File: src/rtl/inst_fetch_unit_if.sv
// ---------------------------------------------------------------------------
// inst_fetch_unit_if
// Bundles the fetch unit's external buses: the instruction-cache request/ack
// handshake, the branch redirect input and the dequeue side of the
// fetched-instruction FIFO.
//
// Ports/signals (seen from the fetch unit, modport master):
//   pc_icache_ce   out  fetch request valid to the instruction cache
//   icache_addr    out  fetch address, held while ce=1 until acked
//   icache_enable  in   cache ack, icache_inst valid this cycle
//   icache_inst    in   fetched instruction
//   redirect_valid in   one-cycle branch/jump redirect pulse
//   redirect_pc    in   redirect target
//   deq_valid      out  FIFO head valid
//   deq_ready      in   consumer pops head when deq_valid & deq_ready
//   deq_inst       out  head instruction
//   deq_pc         out  PC of head instruction
//   queue_count    out  FIFO occupancy
// The slave modport is the environment side (cache + decode stage).
// ---------------------------------------------------------------------------
interface inst_fetch_unit_if #(
   parameter int INST_WIDTH  = 32,
   parameter int ADDR_WIDTH  = 32,
   parameter int QUEUE_DEPTH = 8
);
   logic                           pc_icache_ce;
   logic [ADDR_WIDTH-1:0]          icache_addr;
   logic                           icache_enable;
   logic [INST_WIDTH-1:0]          icache_inst;
   logic                           redirect_valid;
   logic [ADDR_WIDTH-1:0]          redirect_pc;
   logic                           deq_valid;
   logic                           deq_ready;
   logic [INST_WIDTH-1:0]          deq_inst;
   logic [ADDR_WIDTH-1:0]          deq_pc;
   logic [$clog2(QUEUE_DEPTH):0]   queue_count;

   modport master (
      output pc_icache_ce, icache_addr, deq_valid, deq_inst, deq_pc, queue_count,
      input  icache_enable, icache_inst, redirect_valid, redirect_pc, deq_ready
   );

   modport slave (
      input  pc_icache_ce, icache_addr, deq_valid, deq_inst, deq_pc, queue_count,
      output icache_enable, icache_inst, redirect_valid, redirect_pc, deq_ready
   );
endinterface

File: src/rtl/inst_fetch_unit.sv
// ---------------------------------------------------------------------------
// inst_fetch_unit
// CPU-side initiator of the instruction-cache fetch protocol. Owns the PC,
// issues one request at a time to the cache, and buffers every accepted
// instruction together with its PC in a circular FIFO for decode/issue.
// A redirect flushes the FIFO, discards any same-cycle ack and restarts
// fetching at the target. Fetch stalls while the FIFO is full.
//
// Ports:
//   clk   in   clock, all state on the rising edge
//   rst   in   asynchronous reset, active-low
//   bus   master modport of inst_fetch_unit_if (cache, redirect, dequeue)
// ---------------------------------------------------------------------------
module inst_fetch_unit #(
   parameter int                    INST_WIDTH  = 32,
   parameter int                    ADDR_WIDTH  = 32,
   parameter int                    QUEUE_DEPTH = 8,
   parameter logic [ADDR_WIDTH-1:0] RESET_PC    = '0,
   parameter int                    PC_STEP     = 4
) (
   input  logic                clk,
   input  logic                rst,
   inst_fetch_unit_if.master   bus
);

   localparam int PTR_W = $clog2(QUEUE_DEPTH);
   localparam int CNT_W = PTR_W + 1;
   localparam logic [CNT_W-1:0]      FULL_COUNT = CNT_W'(QUEUE_DEPTH);
   localparam logic [ADDR_WIDTH-1:0] PC_INC     = ADDR_WIDTH'(PC_STEP);

   typedef enum logic [1:0] {
      IDLE,
      REQ,
      STALL
   } state_t;

   state_t                  state;
   state_t                  state_next;
   logic [ADDR_WIDTH-1:0]   pc;
   logic [ADDR_WIDTH-1:0]   pc_next;
   logic [CNT_W-1:0]        count;
   logic [CNT_W-1:0]        count_next;
   logic [PTR_W-1:0]        wr_ptr;
   logic [PTR_W-1:0]        rd_ptr;
   logic [INST_WIDTH-1:0]   inst_mem [QUEUE_DEPTH];
   logic [ADDR_WIDTH-1:0]   pc_mem   [QUEUE_DEPTH];
   logic                    flush;
   logic                    ack;
   logic                    push;
   logic                    pop;
   logic                    head_valid;

   // A redirect overrides everything in its cycle: the ack (if any) and any
   // pop are dropped so the flushed queue really ends up empty.
   assign flush      = bus.redirect_valid;
   assign head_valid = (count != '0);
   assign ack        = (state == REQ) && bus.icache_enable;
   assign push       = ack && !flush;
   assign pop        = bus.deq_ready && head_valid && !flush;

   // Occupancy after this cycle's push/pop; also drives the stall decision so
   // fetch stops exactly when the last free slot is taken.
   always_comb begin
      count_next = count;
      if (flush) begin
         count_next = '0;
      end else begin
         case ({push, pop})
            2'b10:   count_next = count + 1'b1;
            2'b01:   count_next = count - 1'b1;
            default: count_next = count;
         endcase
      end
   end

   // Next-state and next-PC logic. The PC only advances on an accepted ack,
   // so the address stays stable for however long the cache takes.
   always_comb begin
      state_next = state;
      pc_next    = pc;
      if (flush) begin
         state_next = REQ;
         pc_next    = bus.redirect_pc;
      end else begin
         case (state)
            IDLE: begin
               state_next = REQ;
            end
            REQ: begin
               if (push) begin
                  pc_next = pc + PC_INC;
               end
               if (count_next == FULL_COUNT) begin
                  state_next = STALL;
               end
            end
            STALL: begin
               if (count_next != FULL_COUNT) begin
                  state_next = REQ;
               end
            end
            default: begin
               state_next = IDLE;
            end
         endcase
      end
   end

   // Control state: FSM, PC, occupancy and FIFO pointers. A flush rewinds
   // both pointers so the queue restarts from a clean slot.
   always_ff @(posedge clk or negedge rst) begin
      if (!rst) begin
         state  <= IDLE;
         pc     <= RESET_PC;
         count  <= '0;
         wr_ptr <= '0;
         rd_ptr <= '0;
      end else begin
         state <= state_next;
         pc    <= pc_next;
         count <= count_next;
         if (flush) begin
            wr_ptr <= '0;
            rd_ptr <= '0;
         end else begin
            if (push) begin
               wr_ptr <= wr_ptr + 1'b1;
            end
            if (pop) begin
               rd_ptr <= rd_ptr + 1'b1;
            end
         end
      end
   end

   // FIFO storage carries no reset; the head outputs are gated by occupancy
   // so stale entries are never visible.
   always_ff @(posedge clk) begin
      if (push) begin
         inst_mem[wr_ptr] <= bus.icache_inst;
         pc_mem[wr_ptr]   <= pc;
      end
   end

   // Request is a pure decode of the state register, so an async reset drops
   // ce immediately.
   assign bus.pc_icache_ce = (state == REQ);
   assign bus.icache_addr  = pc;
   assign bus.deq_valid    = head_valid;
   assign bus.deq_inst     = head_valid ? inst_mem[rd_ptr] : '0;
   assign bus.deq_pc       = head_valid ? pc_mem[rd_ptr] : '0;
   assign bus.queue_count  = count;

endmodule

File: src/flat_wrapper.sv
// flat-port wrapper written by rule: the top's interface ports become plain ports
module inst_fetch_unit_flat 
#(
   parameter int                    INST_WIDTH  = 32,
   parameter int                    ADDR_WIDTH  = 32,
   parameter int                    QUEUE_DEPTH = 8,
   parameter logic [ADDR_WIDTH-1:0] RESET_PC    = '0,
   parameter int                    PC_STEP     = 4
)
  (clk, rst, bus_pc_icache_ce, bus_icache_addr, bus_deq_valid, bus_deq_inst, bus_deq_pc, bus_queue_count, bus_icache_enable, bus_icache_inst, bus_redirect_valid, bus_redirect_pc, bus_deq_ready);
  inst_fetch_unit_if #(.INST_WIDTH(INST_WIDTH), .ADDR_WIDTH(ADDR_WIDTH), .QUEUE_DEPTH(QUEUE_DEPTH)) bus_i ();
  input  logic clk;
  input  logic rst;
  output wire logic [$bits(bus_i.pc_icache_ce)-1:0] bus_pc_icache_ce;
  output wire logic [$bits(bus_i.icache_addr)-1:0] bus_icache_addr;
  output wire logic [$bits(bus_i.deq_valid)-1:0] bus_deq_valid;
  output wire logic [$bits(bus_i.deq_inst)-1:0] bus_deq_inst;
  output wire logic [$bits(bus_i.deq_pc)-1:0] bus_deq_pc;
  output wire logic [$bits(bus_i.queue_count)-1:0] bus_queue_count;
  input wire logic [$bits(bus_i.icache_enable)-1:0] bus_icache_enable;
  input wire logic [$bits(bus_i.icache_inst)-1:0] bus_icache_inst;
  input wire logic [$bits(bus_i.redirect_valid)-1:0] bus_redirect_valid;
  input wire logic [$bits(bus_i.redirect_pc)-1:0] bus_redirect_pc;
  input wire logic [$bits(bus_i.deq_ready)-1:0] bus_deq_ready;
  assign bus_pc_icache_ce = bus_i.pc_icache_ce;
  assign bus_icache_addr = bus_i.icache_addr;
  assign bus_deq_valid = bus_i.deq_valid;
  assign bus_deq_inst = bus_i.deq_inst;
  assign bus_deq_pc = bus_i.deq_pc;
  assign bus_queue_count = bus_i.queue_count;
  assign bus_i.icache_enable = bus_icache_enable;
  assign bus_i.icache_inst = bus_icache_inst;
  assign bus_i.redirect_valid = bus_redirect_valid;
  assign bus_i.redirect_pc = bus_redirect_pc;
  assign bus_i.deq_ready = bus_deq_ready;
  inst_fetch_unit #(.INST_WIDTH(INST_WIDTH), .ADDR_WIDTH(ADDR_WIDTH), .QUEUE_DEPTH(QUEUE_DEPTH), .RESET_PC(RESET_PC), .PC_STEP(PC_STEP)) u_core (.clk(clk), .rst(rst), .bus(bus_i));
endmodule
File: config.mk
export PLATFORM = sky130hd
export DESIGN_NAME = inst_fetch_unit_flat
export DESIGN_NICKNAME = d
export VERILOG_FILES = /design/src/rtl/inst_fetch_unit_if.sv /design/src/rtl/inst_fetch_unit.sv /design/src/flat_wrapper.sv
export SDC_FILE = /design/constraint.sdc
export NUM_CORES = 1
export LEC_CHECK = 0
export BUFFER_PORTS_ARGS = -buffer_cell sky130_fd_sc_hd__buf_2
export CAP_MARGIN = 20
export CORE_MARGIN = 8
export CORE_UTILIZATION = 50
export CTS_CLUSTER_SIZE = 12
export DETAILED_ROUTE_END_ITERATION = 8
export PLACE_DENSITY = 0.68
export SKIP_LAST_GASP = 1
export SLEW_MARGIN = 0
export SYNTH_ARGS = -nofsm -noshare
export SYNTH_HDL_FRONTEND = slang
export SYNTH_SLANG_ARGS = --single-unit
export TNS_END_PERCENT = 100
File: constraint.sdc
create_clock -name clk -period 17.21 [get_ports clk]
set_clock_uncertainty 0.1 [all_clocks]
set_input_delay 0 -clock clk [delete_from_list [all_inputs] [get_ports clk]]
set_output_delay 0 -clock clk [all_outputs]
set_load 0.03 [all_outputs]
==> reports/metrics.yaml <==
setup_path:
  start_kind: "flop"
  cpLargestDelayFamily: "buffers and inverters"
  critPathSlowestCell: "dfrtp_4"
  crit_arrival_ns: 4.52
  cp_cell_sequence: "buf_4 -> buf_4 -> mux4_2 -> mux2i_1 -> nor2_1 -> buf_2"
  crit_required_ns: 17.11
  crit_fanout: 48
  critPathBufInv: 3
  end_kind: "output pin"
  path_class: "reg2out"
  cpMostUsedCell: "buf_4"
  crit_path_max_incr_delay_ns: 0.96
clock_network:
  root_buffer: "clkbuf_16"
  cts-resized-gates: 0
  cts_tree: "built"
  cts_buffers: 55
  htreeDepth: 2
  clock_sinks: 556
  clk_latency_ns: 0.59
  cts_buffer_depth: 3
  cts_setup_buffers: 0
  cts.clk_slew.worst_paths_ns: 0.06
detailed_routing:
  dr_total_vias: 11100
  drc: 0
  avgRoutedWirePerCell_microns: 23.9
  dr.pass1.iters: 4
  viasPerCell: 5.59
  drtIter0Drc: 836
  postRouteAntennaNets: 0
  drt_wl_total_microns: 47400
synth:
  yosys-top-cells-count: "edfxtp_1 (512), mux4_2 (128), nor2_1 (86)"
  synth_flop_cell: "edfxtp_1"
  yosys_register_bits: 556
  synth_top_area_share_pct: 70.4
  synthMuxAreaShare_pct: 16.4
  synthCells: 1086
  synth_top_family_by_area: "multiplexers"
  synth_area_leaders: "edfxtp_1 (70%), mux4_2 (13%), dfrtp_1 (5.0%)"
  synth-simple-area-share_pct: 4.19
  synth.distinct_cells: 46
  synth_top_area_cell: "edfxtp_1"
  ys_async_sr_fraction_pct: 7.91
  synth_edf_count: 512
  yosys_warnings: 0
  synth_compound_area_share_pct: 1.20
  synthAdderAreaFrac_pct: 0.344
  synth_xor_area_share_pct: 1.36
  yosysMostFrequentCell: "edfxtp_1"
  avgSynthCellArea_sq_um: 20.1
  ys_seq_area_share_pct: 75.4
  synth_area_sq_mm: 0.0218
  syn_nets: 1161
global_routing:
  grt_pass1_vias: 12000
  overflow: 0
  grt_pass1_wl_microns: 73400
  grt_max_degree: 70
  grtUsageTotal_pct: 19.1
  met1_usage_pct: 26.1
  gr-max-usage-layer: "met2"
  antenna_found_initial: 0
  use_met3_pct: 4.10
  grtUsageMet2_pct: 31.5
timing:
  tns_ns: 0
  finalSetupViolCount: 0
  fmax_mhz: 216
  slew_headroom_pct: 27.7
  hold_violations: 0
  layout_min_cycle_time_ns: 4.62
  finalMaxSlewViolations: 0
  worst_pin_slew_ns: 1.08
  finalCritPeriodShare_pct: 26.8
  hold_ws_ns: 0.0594
  grt_setup_unrepaired: "no"
status:
  status: "finished, final reports clean"
finish:
  finalNetCount: 1443
  fillCellCount: 3133
  drive_above_1_share_pct: 28.9
  fin_cells: 1984
  regArea_sq_mm: 0.0165
  antenna_cells: 0
  multi_input_area_sq_mm: 0.00519
  area_delta_synth_final_pct: 18.5
floorplanning:
  core_sq_mm: 0.0431
  die_h_microns: 225
  start_util_pct: 50.7
  io_pins: 171
  rows: 76
  die_w_microns: 225
  die_area_sq_mm: 0.0506
hold_path:
  hold_path.class: "in2reg"
flow_run:
  maxCapViolations: 0
place:
  place_inst: 1805
  gp_congestion: 0.761
  dp_hpwl_microns: 26100
  port_buffers: 170
power:
  leakagePower_nw: 8.54
  irDropWorstVdd_mv: 0.0676
  p_per_area_mw_per_mm2: 118
## final timing paths
kind	cells past startpoint	slack, ns	end	start
min in group asynchronous	4	0.52	u_core.bus.icache_addr[16]	rst
hold / removal	4	0.06	u_core.bus.icache_addr[13]	bus_redirect_pc[13]
setup reg to reg	13	13.38	u_core.state[0]	u_core.bus.queue_count[1]
max in group asynchronous	4	16.00	u_core.rd_ptr[0]	rst
hold reg to reg	1	0.49	u_core.state[0]	u_core.state[0]
setup / recovery	6	12.59	bus_deq_pc[12]	u_core.rd_ptr[0]
## cell usage in the layout (no fill, tap or decap), types with 3 or more instances in the layout
master,synthesis,layout
nand3_1,16,16
clkbuf_1,28,19
and3_1,6,6
nor3_2,2,4
xor2_1,24,24
and2_1,3,3
clkinv_1,1,8
o21ai_1,22,22
dfrtp_1,44,41
o21ai_0,9,9
clkbuf_16,0,55
inv_6,0,3
inv_1,3,3
buf_2,16,170
ha_1,6,6
a21oi_1,4,4
a211oi_1,3,3
mux2i_1,67,67
nand2_1,43,43
dfrtp_4,0,3
mux4_2,128,128
edfxtp_1,512,512
nor2_1,86,80
dlygate4sd3_1,0,91
xnor2_1,10,10
buf_4,0,18
nor2_4,0,6
nand4_1,7,7
or3_1,3,3
nor2b_1,3,3
## worst reg2reg max path, cell delays in order (launching register included)
cell,delay [ns]
dfrtp_1,0.49
nor4_2,0.25
buf_4,0.79
inv_2,0.14
nand2_1,0.22
nor2_1,0.09
ha_1,0.27
xor2_1,0.19
ha_1,0.19
a21oi_1,0.16
mux2i_1,0.24
xnor2_1,0.14
a211oi_1,0.31
a211oi_1,0.13
## cells by family (layout without fill, tap and decap cells)
logic type,Yosys count,after routing
fa+ha+maj,6,6
buf+inv,59,372
compound gates,46,46
simple gates,188,188
mux,197,197
flops,556,556
xor+xnor,34,34
## area by class of cell
cell class,count,share of cell area (%)
sequential,556,63.7
clock inverter,14,0.474
timing repair buffer,279,7.33
clock buffer,74,5.59
tap,585,2.83
inverter,5,0.0725
multi-input combinational,471,20.0
## per-stage QoR
step / area [sq um] / power [mW] / util, % / worst slack [ns]
after floorplan: 21800 / 1.86 / - / 10.82
after global placement: 23400 / 1.98 / 54.3 / 13.08
after detailed placement: 23400 / 1.99 / 54.3 / 13.04
after CTS: 25900 / 3.08 / 60.1 / 12.40
after global routing: 25900 / 3.16 / 60.1 / 12.13
final: 25900 / 3.05 / 60.1 / 12.59
## repair_timing
item / CTS / global route
hold buffers: 91 / 0
setup endpoints to repair: 0 / 0
endpoints found under the hold margin: 340 / 0
## layer usage
metal,wire [microns],vias to the layer above
met1,20400,5819
met3,2820,53
met5,0,-
met4,821,0
met2,23400,303
li1,-,4921
## registers in the layout (all words and copies together) (netlist names)
name                    count
u_core.bus.icache_addr     32
u_core.bus.queue_count      4
u_core.inst_mem           256
u_core.pc_mem             256
u_core.rd_ptr               3
u_core.state                2
u_core.wr_ptr               3
## power by group
part	total, mW	internal, mW	switching [mW]
Combinational	0.403	0.162	0.241
Sequential	1.57	1.52	0.0482
Clock	1.08	0.612	0.467
Total	3.05	2.29	0.756
Note: power is estimated with default switching activity, not from simulation.
